$ cat src/rtl/apb_master.sv
`default_nettype none
// ============================================================================
// Module   : apb_master
// Brief    : valid/ready command to APB requester with wait-state timeout
// Revision : 1.0
// ============================================================================
module apb_master #(
    parameter int ADDR_WIDTH = 32,
    parameter int DATA_WIDTH = 32,
    parameter int TIMEOUT    = 16
) (
    input  logic                  clk,
    input  logic                  rst_n,
    input  logic                  cmd_valid,
    output logic                  cmd_ready,
    input  logic                  cmd_write,
    input  logic [ADDR_WIDTH-1:0] cmd_addr,
    input  logic [DATA_WIDTH-1:0] cmd_wdata,
    output logic                  rsp_valid,
    input  logic                  rsp_ready,
    output logic [DATA_WIDTH-1:0] rsp_rdata,
    output logic                  rsp_err,
    output logic                  rsp_timeout,
    output logic                  psel,
    output logic                  penable,
    output logic                  pwrite,
    output logic [ADDR_WIDTH-1:0] paddr,
    output logic [DATA_WIDTH-1:0] pwdata,
    input  logic                  pready,
    input  logic                  pslverr,
    input  logic [DATA_WIDTH-1:0] prdata
);

    typedef enum logic [1:0] {
        IDLE   = 2'd0,
        SETUP  = 2'd1,
        ACCESS = 2'd2
    } state_t;

    // Counter value seen on the last permitted ACCESS cycle without pready.
    localparam logic [15:0] C_TO_LAST = 16'(TIMEOUT - 1);
    localparam logic        C_TO_EN   = (TIMEOUT != 0);

    state_t                  state_q, state_d;
    logic                    psel_q, psel_d;
    logic                    penable_q, penable_d;
    logic                    pwrite_q, pwrite_d;
    logic [ADDR_WIDTH-1:0]   paddr_q, paddr_d;
    logic [DATA_WIDTH-1:0]   pwdata_q, pwdata_d;
    logic                    rsp_valid_q, rsp_valid_d;
    logic                    rsp_err_q, rsp_err_d;
    logic                    rsp_timeout_q, rsp_timeout_d;
    logic [DATA_WIDTH-1:0]   rsp_rdata_q, rsp_rdata_d;
    logic [15:0]             cnt_q, cnt_d;
    logic                    cmd_hs;

    assign cmd_ready = (state_q == IDLE) & ~rsp_valid_q;
    assign cmd_hs    = cmd_valid & cmd_ready;

    always_comb begin
        state_d       = state_q;
        psel_d        = psel_q;
        penable_d     = penable_q;
        pwrite_d      = pwrite_q;
        paddr_d       = paddr_q;
        pwdata_d      = pwdata_q;
        rsp_valid_d   = rsp_valid_q;
        rsp_err_d     = rsp_err_q;
        rsp_timeout_d = rsp_timeout_q;
        rsp_rdata_d   = rsp_rdata_q;
        cnt_d         = cnt_q;

        if (rsp_valid_q && rsp_ready) begin
            rsp_valid_d = 1'b0;
        end

        case (state_q)
            IDLE: begin
                if (cmd_hs) begin
                    pwrite_d = cmd_write;
                    paddr_d  = cmd_addr;
                    pwdata_d = cmd_wdata;
                    psel_d   = 1'b1;
                    state_d  = SETUP;
                end
            end
            SETUP: begin
                penable_d = 1'b1;
                cnt_d     = 16'd0;
                state_d   = ACCESS;
            end
            ACCESS: begin
                // pready is checked first so it wins over a same-cycle timeout.
                if (pready) begin
                    rsp_valid_d   = 1'b1;
                    rsp_err_d     = pslverr;
                    rsp_timeout_d = 1'b0;
                    rsp_rdata_d   = (~pwrite_q & ~pslverr) ? prdata : '0;
                    psel_d        = 1'b0;
                    penable_d     = 1'b0;
                    cnt_d         = 16'd0;
                    state_d       = IDLE;
                end else if (C_TO_EN && (cnt_q == C_TO_LAST)) begin
                    rsp_valid_d   = 1'b1;
                    rsp_err_d     = 1'b1;
                    rsp_timeout_d = 1'b1;
                    rsp_rdata_d   = '0;
                    psel_d        = 1'b0;
                    penable_d     = 1'b0;
                    cnt_d         = 16'd0;
                    state_d       = IDLE;
                end else begin
                    cnt_d = cnt_q + 16'd1;
                end
            end
            default: begin
                psel_d    = 1'b0;
                penable_d = 1'b0;
                cnt_d     = 16'd0;
                state_d   = IDLE;
            end
        endcase
    end

    always_ff @(posedge clk or negedge rst_n) begin
        if (!rst_n) begin
            state_q       <= IDLE;
            psel_q        <= 1'b0;
            penable_q     <= 1'b0;
            pwrite_q      <= 1'b0;
            paddr_q       <= '0;
            pwdata_q      <= '0;
            rsp_valid_q   <= 1'b0;
            rsp_err_q     <= 1'b0;
            rsp_timeout_q <= 1'b0;
            rsp_rdata_q   <= '0;
            cnt_q         <= 16'd0;
        end else begin
            state_q       <= state_d;
            psel_q        <= psel_d;
            penable_q     <= penable_d;
            pwrite_q      <= pwrite_d;
            paddr_q       <= paddr_d;
            pwdata_q      <= pwdata_d;
            rsp_valid_q   <= rsp_valid_d;
            rsp_err_q     <= rsp_err_d;
            rsp_timeout_q <= rsp_timeout_d;
            rsp_rdata_q   <= rsp_rdata_d;
            cnt_q         <= cnt_d;
        end
    end

    assign psel        = psel_q;
    assign penable     = penable_q;
    assign pwrite      = pwrite_q;
    assign paddr       = paddr_q;
    assign pwdata      = pwdata_q;
    assign rsp_valid   = rsp_valid_q;
    assign rsp_err     = rsp_err_q;
    assign rsp_timeout = rsp_timeout_q;
    assign rsp_rdata   = rsp_rdata_q;

endmodule
`default_nettype wire

$ cat config.mk
export PLATFORM = sky130hd
export DESIGN_NAME = apb_master
export DESIGN_NICKNAME = d
export VERILOG_FILES = /design/src/rtl/apb_master.sv
export SDC_FILE = /design/constraint.sdc
export NUM_CORES = 1
export LEC_CHECK = 0
export CORE_UTILIZATION = 42
export DETAILED_ROUTE_END_ITERATION = 8
export GPL_ROUTABILITY_DRIVEN = 0
export PLACE_DENSITY = 0.8
export SLEW_MARGIN = 20
export SYNTH_ARGS = -nofsm -noshare
export SYNTH_HDL_FRONTEND = slang
export SYNTH_SLANG_ARGS = --single-unit
$ cat constraint.sdc
create_clock -name clk -period 2.35 [get_ports clk]
set_clock_uncertainty 0.1 [all_clocks]
set_input_delay 0.705 -clock clk [delete_from_list [all_inputs] [get_ports clk]]
set_output_delay 0.705 -clock clk [all_outputs]
set_load 0.02 [all_outputs]
==> results of run 1 <==
-- cell families (layout without fill, tap and decap cells) --
family	Yosys count	in the layout
AND/OR/NAND/NOR	59	59
multiplexers	65	65
adder cells (fa/ha/maj)	1	1
flip-flops	120	120
buffers and inverters	24	252
XOR/XNOR	3	3
AO/OA/AOI/OAI	64	64
-- flip-flops by register name, summed over array words and instances (netlist names) --
| name | cells |
|---|---|
| cnt_q | 16 |
| pwrite | 1 |
| rsp_valid | 1 |
| rsp_timeout | 1 |
| penable | 1 |
| pwdata | 32 |
| paddr | 32 |
| state_q | 2 |
| rsp_rdata | 32 |
| psel | 1 |
| rsp_err | 1 |
-- worst paths after layout --
check                                             from  slack [ps]  cells past startpoint                   endpoint
worst max-delay path            state_q[1]$_DFFE_PN0P_          60                      3                  cmd_ready
worst min-delay path                             rst_n         130                      1     pwdata[28]$_DFFE_PN0P_
worst max register to register   cnt_q[14]$_DFFE_PN0P_         350                      4  rsp_rdata[13]$_DFFE_PN0P_
worst min register to register   paddr[31]$_DFFE_PN0P_         390                      1      paddr[31]$_DFFE_PN0P_
max in group asynchronous                        rst_n        1430                      2      paddr[24]$_DFFE_PN0P_
min in group clk                 paddr[31]$_DFFE_PN0P_         390                      1      paddr[31]$_DFFE_PN0P_
-- worst max-delay path: stages (launching register included) --
cell and delay (ps):
sky130_fd_sc_hd__dfrtp_1 370, sky130_fd_sc_hd__or2_2 350, sky130_fd_sc_hd__nor2_1 100, sky130_fd_sc_hd__clkdlybuf4s15_2 260
-- cell type report --
class | instances | area [um^2]
clock buffers | 22 | 484
clock inverters | 10 | 119
fillers | 794 | 3350
inverters | 4 | 15.0
multi-input cells | 192 | 1640
flip-flops and latches | 120 | 3000
well taps | 140 | 175
repair buffers | 216 | 2200
-- cell usage in the layout, fill, tap and decap left out, types with 6 or more instances in the layout --
| master | netlist | final |
|---|---|---|
| sky130_fd_sc_hd__mux2_2 | 60 | 60 |
| sky130_fd_sc_hd__nor2_1 | 8 | 7 |
| sky130_fd_sc_hd__nand3_1 | 9 | 9 |
| sky130_fd_sc_hd__o21ai_0 | 8 | 8 |
| sky130_fd_sc_hd__a31oi_1 | 6 | 6 |
| sky130_fd_sc_hd__buf_4 | 4 | 7 |
| sky130_fd_sc_hd__nand2_1 | 11 | 11 |
| sky130_fd_sc_hd__clkbuf_16 | 0 | 17 |
| sky130_fd_sc_hd__a22o_1 | 32 | 32 |
| sky130_fd_sc_hd__dfrtp_1 | 120 | 120 |
| sky130_fd_sc_hd__clkdlybuf4s50_1 | 0 | 203 |
-- layer usage --
metal	part of all wire [%]	vias to the layer above	track usage [%]
li1	-	1681	-
met1	39	1822	24.3
met2	50	183	35.1
met3	9.7	25	8.73
met4	2.1	0	9.85
met5	0	-	0
-- report_power, final --
group	total (mW)	internal [mW]	switching, mW
registers	3.49	2.99	0.498
logic	4.97	2.63	2.34
clock network	2.59	1.67	0.917
total	11.0	7.30	3.75
-- through the flow --
step,instances,setup slack (ps)
6_report,704,60.5
5_1_grt,704,1.36
4_1_cts,704,33.1
3_5_place_dp,672,66.3
3_3_place_gp,672,82.7
2_1_floorplan,336,478
-- cell usage after synthesis, drive strengths merged (4+ instances only) --
master  count
a31oi       6
nor4        4
buf        17
nor2        9
a22o       32
a21oi       4
and3        5
inv         4
o21ai       8
nand2      11
dfrtp     120
nand3      10
nand4       5
mux2       65
==> results_dict.tcl, run 1 <==
set metrics [dict create \
    run_status "completed" \
    critPathRequiredTime_ps 1540 \
    clkLatencyLatePin_ps 400 \
    cts-resized-gates 3 \
    async_reset_ff_share_pct 100 \
    post-cts-setup-buffer-count 0 \
    globalRouteTotalUtil_pct 21.4 \
    count_of_clock_tree_sinks 120 \
    synthAdderAreaFrac_pct 0.261 \
    grt_pass1_vias 3735 \
    floorplan.initialDensity_pct 43.7 \
    ctsHoldBuffers 0 \
    slew_headroom_pct 72.6 \
    static-leakage-power_nw 3.19 \
    grt_pass1_wl_mm 18.9 \
    synth_top_family_by_area "multiplexers" \
    fp.coreArea_um2 11000 \
    die_height_um 109 \
    postSynthCellCount 336 \
    flow.area_growth_from_synthesis_pct 59.2 \
    nets 655 \
    synth.net_count 440 \
    fp.dieW_um 109 \
    tritoncts "built" \
    routed_wl_mm 12.3 \
    parity_gate_share_of_the_synthesized_area_counting_xor_and_xnor_cells_pct 0.548 \
    simple_gate_share_of_the_synthesized_area_pct 7.64 \
    power_mw 11.0 \
    fin_worst_hold_slack_ps 130 \
    setup_viol 0 \
    synthDominantCellAreaShare_pct 62.6 \
    grt_overflow_total 0 \
    die_area_um2 11900 \
    yosys-top-cells-area "sky130_fd_sc_hd__dfrtp_1 (63%), sky130_fd_sc_hd__mux2_2 (14%), sky130_fd_sc_hd__a22o_1 (5.8%)" \
    max-cap-violations 0 \
    ys_types 47 \
    timing.critical_path.fanout_max 5 \
    hold_violations 0 \
    vdd_drop_max_v 0.000845 \
    antenna_left 0 \
    first_pass_iters 4 \
    synth_sequential_area_ratio_pct 62.6 \
    fmax_mhz 437 \
    critPathCaptureType "primary output" \
    antenna_found_initial 0 \
    num_antenna_cells 0 \
    fin_tns_setup_ps 0 \
    postSynthAreaPerCell_um2 14.3 \
    clk_tree_root_cell "sky130_fd_sc_hd__clkbuf_16" \
    clockBufferDepth 2 \
    portBuffers 205 \
    clk_pin_slew_ps 50 \
    synth.largest_area_cell "sky130_fd_sc_hd__dfrtp_1" \
    rsz0062_at_grt "no" \
    route.detailed.vias_per_inst 5.27 \
    detail_route.drc_violations 0 \
    post-route-util_pct 69.5 \
    min_path_type "in -> async" \
    total_i_o_pin_count 206 \
    worstSetupStartpointType "register" \
    grt_max_degree 49 \
    dp_hpwl_mm 8.70 \
    setup.worst_path.class "reg -> out" \
    tritoncts.num_buffers 17 \
    drt_first_iter_violations 155 \
    cellPowerDensity_nw_per_um2 1450 \
    fin_crit_sh_pct 97.4 \
    placementRows 38 \
    synth_compound_gate_area_share_pct 10.5 \
    timing_worst_slew_pin_value_ps 411 \
    post-route-cell-area_um2 7640 \
    number_of_synthesized_flops_with_an_enable_pin 0 \
    place_area_um2 7030 \
    muxShareOfSynthArea_pct 15.3 \
    synth-main-ff-cell "sky130_fd_sc_hd__dfrtp_1" \
    number_of_warning_messages_in_the_yosys_log 0 \
    cts.htree.levels 4 \
    post_route_cells_drive_above_1_share_pct 20.7 \
    worst-endpoint-arrival_ps 1480 \
    final_max_slew_viol_count 0 \
    routed-via-count 3711 \
    timing.final.crit_period_ps 2290 \
    synth.ff_latch_count 120 \
    synthesis.area_um2 4800 \
    routed_wire_length_per_instance_um 17.5 \
]
(Power assumes the default switching activity.)
==> inputs of run 2 (changes only) <==
--- a/config.mk
+++ b/config.mk
@@ -5,10 +5,10 @@
 export SDC_FILE = /design/constraint.sdc
 export NUM_CORES = 1
 export LEC_CHECK = 0
-export CORE_UTILIZATION = 42
+export CORE_UTILIZATION = 38
 export DETAILED_ROUTE_END_ITERATION = 8
 export GPL_ROUTABILITY_DRIVEN = 0
-export PLACE_DENSITY = 0.8
+export PLACE_DENSITY = 0.76
 export SLEW_MARGIN = 20
 export SYNTH_ARGS = -nofsm -noshare
 export SYNTH_HDL_FRONTEND = slang
==> constraint.sdc (replaced) <==
create_clock -name clk -period 2 [get_ports clk]
set_clock_uncertainty 0.1 [all_clocks]
set_input_delay 0.6 -clock clk [delete_from_list [all_inputs] [get_ports clk]]
set_output_delay 0.6 -clock clk [all_outputs]
set_load 0.02 [all_outputs]
==> run 2 against run 1 <==
Against the previous run:
- clock-buffer cell count up 1
- via count increased by 0.62%
- combinational power increased by 5.4%
- largest cell class unchanged
- cell count is 5.8% higher
- routed wire length barely moved
- global-route usage down 1.3 points
==> results_dict.tcl, run 2 (synthesis gave the netlist of run 1 again) <==
set metrics [dict create \
    max-cap-violations 0 \
    clkLatencyLatePin_ps 420 \
    critical_path.max_stage_delay_ps 370 \
    hold_violations 0 \
    sequential_cell_area_um2 3000 \
    dp_hpwl_mm 8.97 \
    run_status "completed" \
    total_i_o_pin_count 206 \
    final_cell_mix "sky130_fd_sc_hd__dfrtp_1 (120), sky130_fd_sc_hd__dlygate4sd2_1 (102), sky130_fd_sc_hd__clkdlybuf4s50_1 (101), sky130_fd_sc_hd__mux2_2 (60), sky130_fd_sc_hd__a22o_1 (32)" \
    critPathCaptureType "primary output" \
    floorplan.initialDensity_pct 39.4 \
    post_route_cells_drive_above_1_share_pct 22.2 \
    tritoncts.num_buffers 17 \
    grt_overflow_total 0 \
    die_area_um2 13100 \
    vdd_drop_max_v 0.000864 \
    multiInputGateArea_um2 1660 \
    routed_wire_length_per_instance_um 16.5 \
    first_pass_iters 4 \
    grt_max_degree 36 \
    power_frac_seq_pct 32.9 \
    internal_power_mw 8.00 \
    setup.worst_path.class "reg -> out" \
    place_area_um2 7180 \
    cts.htree.levels 4 \
    globalRouteTotalUtil_pct 20.1 \
    cell_family_with_the_largest_share_of_critical_path_delay "simple AND/OR/NAND/NOR gates" \
    routed_wl_mm 12.3 \
    clockBufferDepth 2 \
    layout_commonest_cell "sky130_fd_sc_hd__dfrtp_1" \
    post-cts-setup-buffer-count 0 \
    post_layout_nonfiller_instances 745 \
    grt_pass1_wl_mm 19.7 \
    min_path_type "reg -> reg" \
    worstReg2RegStart "cnt_q[1]$_DFFE_PN0P_" \
    flow.area_growth_from_synthesis_pct 59.9 \
    grt_pass1_vias 3989 \
    preCtsSetupSlack_ps -161 \
    fin_tns_setup_ps 0 \
    antenna_left 0 \
    power_frac_clock_pct 24.7 \
    fmax_mhz 506 \
    rsz0062_at_grt "yes" \
    slew_headroom_pct 79.6 \
    fp.coreArea_um2 12200 \
    timing.critical_path.buf_inv 1 \
    post-route-worst-setup-slack_ps 23.9 \
    fin_worst_hold_slack_ps 392 \
    timing.final.crit_period_ps 1980 \
    cellPowerDensity_nw_per_um2 1610 \
    timing.critical_path.fanout_max 2 \
    routed-via-count 3734 \
    detail_route.drc_violations 0 \
    power_mw 12.4 \
    placementRows 40 \
    final_max_slew_viol_count 0 \
    fin_crit_sh_pct 98.8 \
    clk_pin_slew_ps 50 \
    placed_cells_incl_taps 712 \
    cell_type_of_the_slowest_stage_on_the_worst_timing_path "sky130_fd_sc_hd__dfrtp_1" \
    fp.dieW_um 114 \
    post-route-util_pct 63.1 \
    tritoncts "built" \
    worstSetupStartpointType "register" \
    num_antenna_cells 0 \
    critPathRequiredTime_ps 1300 \
    post-route-cell-area_um2 7670 \
    power.combinational.fraction_pct 42.4 \
    die_height_um 114 \
    portBuffers 205 \
    net_switching_share_of_the_total_power_pct 35.3 \
    antenna_found_initial 0 \
    clk_tree_root_cell "sky130_fd_sc_hd__clkbuf_16" \
    setup_viol 0 \
    static-leakage-power_nw 3.50 \
    route.detailed.vias_per_inst 5.01 \
    startpoint "state_q[1]$_DFFE_PN0P_" \
    timing_worst_slew_pin_value_ps 306 \
    layout.filler_cells 999 \
    power_switching_mw 4.36 \
    min_from "paddr[26]$_DFFE_PN0P_" \
    critical_path.cell_chain "or2_4 > nor2_4 > buf_6" \
    drt_first_iter_violations 124 \
    nets 668 \
    count_of_clock_tree_sinks 120 \
    worst-endpoint-arrival_ps 1280 \
]
==> run 2: area by class of cell <==
cell class                 instances  area share, %
timing repair buffer             229           28.6
clock inverter                     9           1.60
inverter                           4          0.196
sequential                       120           39.2
clock buffer                      23           6.10
multi-input combinational        192           21.6
tap                              168           2.74
==> run 2: path summary, 6_finish.rpt <==
kind | endpoint | slack [ps] | cells after the start
hold reg to reg | paddr[26]$_DFFE_PN0P_ | 390 | 1
setup / recovery | cmd_ready | 20 | 3
setup reg to reg | cnt_q[12]$_DFFE_PN0P_ | 130 | 5
min in group asynchronous | pwdata[10]$_DFFE_PN0P_ | 540 | 2
max in group asynchronous | pwdata[17]$_DFFE_PN0P_ | 690 | 3
hold / removal | paddr[26]$_DFFE_PN0P_ | 390 | 1
==> run 2: layer usage <==
metal	share of wire, %	track usage (%)	vias to the layer above
li1	-	-	1712
met1	38	21.9	1827
met2	50	33.5	168
met3	8.6	7.99	27
met4	3.1	11.2	0
met5	0	0	-
==> run 2: repair_timing <==
| item | in CTS | in global routing |
|---|---|---|
| pin swaps | 0 | 1 |
| endpoints found under the setup margin | 103 | 3 |
| gates resized for setup | 107 | 5 |
| endpoints found under the hold margin | 16 | 0 |
| hold buffers | 1 | 0 |
==> run 2: worst reg2reg max path: stages, from the launching register on <==
cell                      delay (ps)
sky130_fd_sc_hd__dfrtp_1         380
sky130_fd_sc_hd__ha_2            240
sky130_fd_sc_hd__nand3_4         100
sky130_fd_sc_hd__or2_1           310
sky130_fd_sc_hd__or4_1           480
sky130_fd_sc_hd__a21oi_1         190
==> run 2: power by group through the flow <==
stage / Clock [mW] / Combinational [mW] / Sequential (mW)
6_report: 3.05 / 5.24 / 4.07
3_3_place_gp: 0 / 5.89 / 4.06
4_1_cts: 3.11 / 5.28 / 4.08
2_1_floorplan: 0 / 1.73 / 5.39
3_5_place_dp: 0 / 6.00 / 4.13
5_1_grt: 3.21 / 5.59 / 4.21
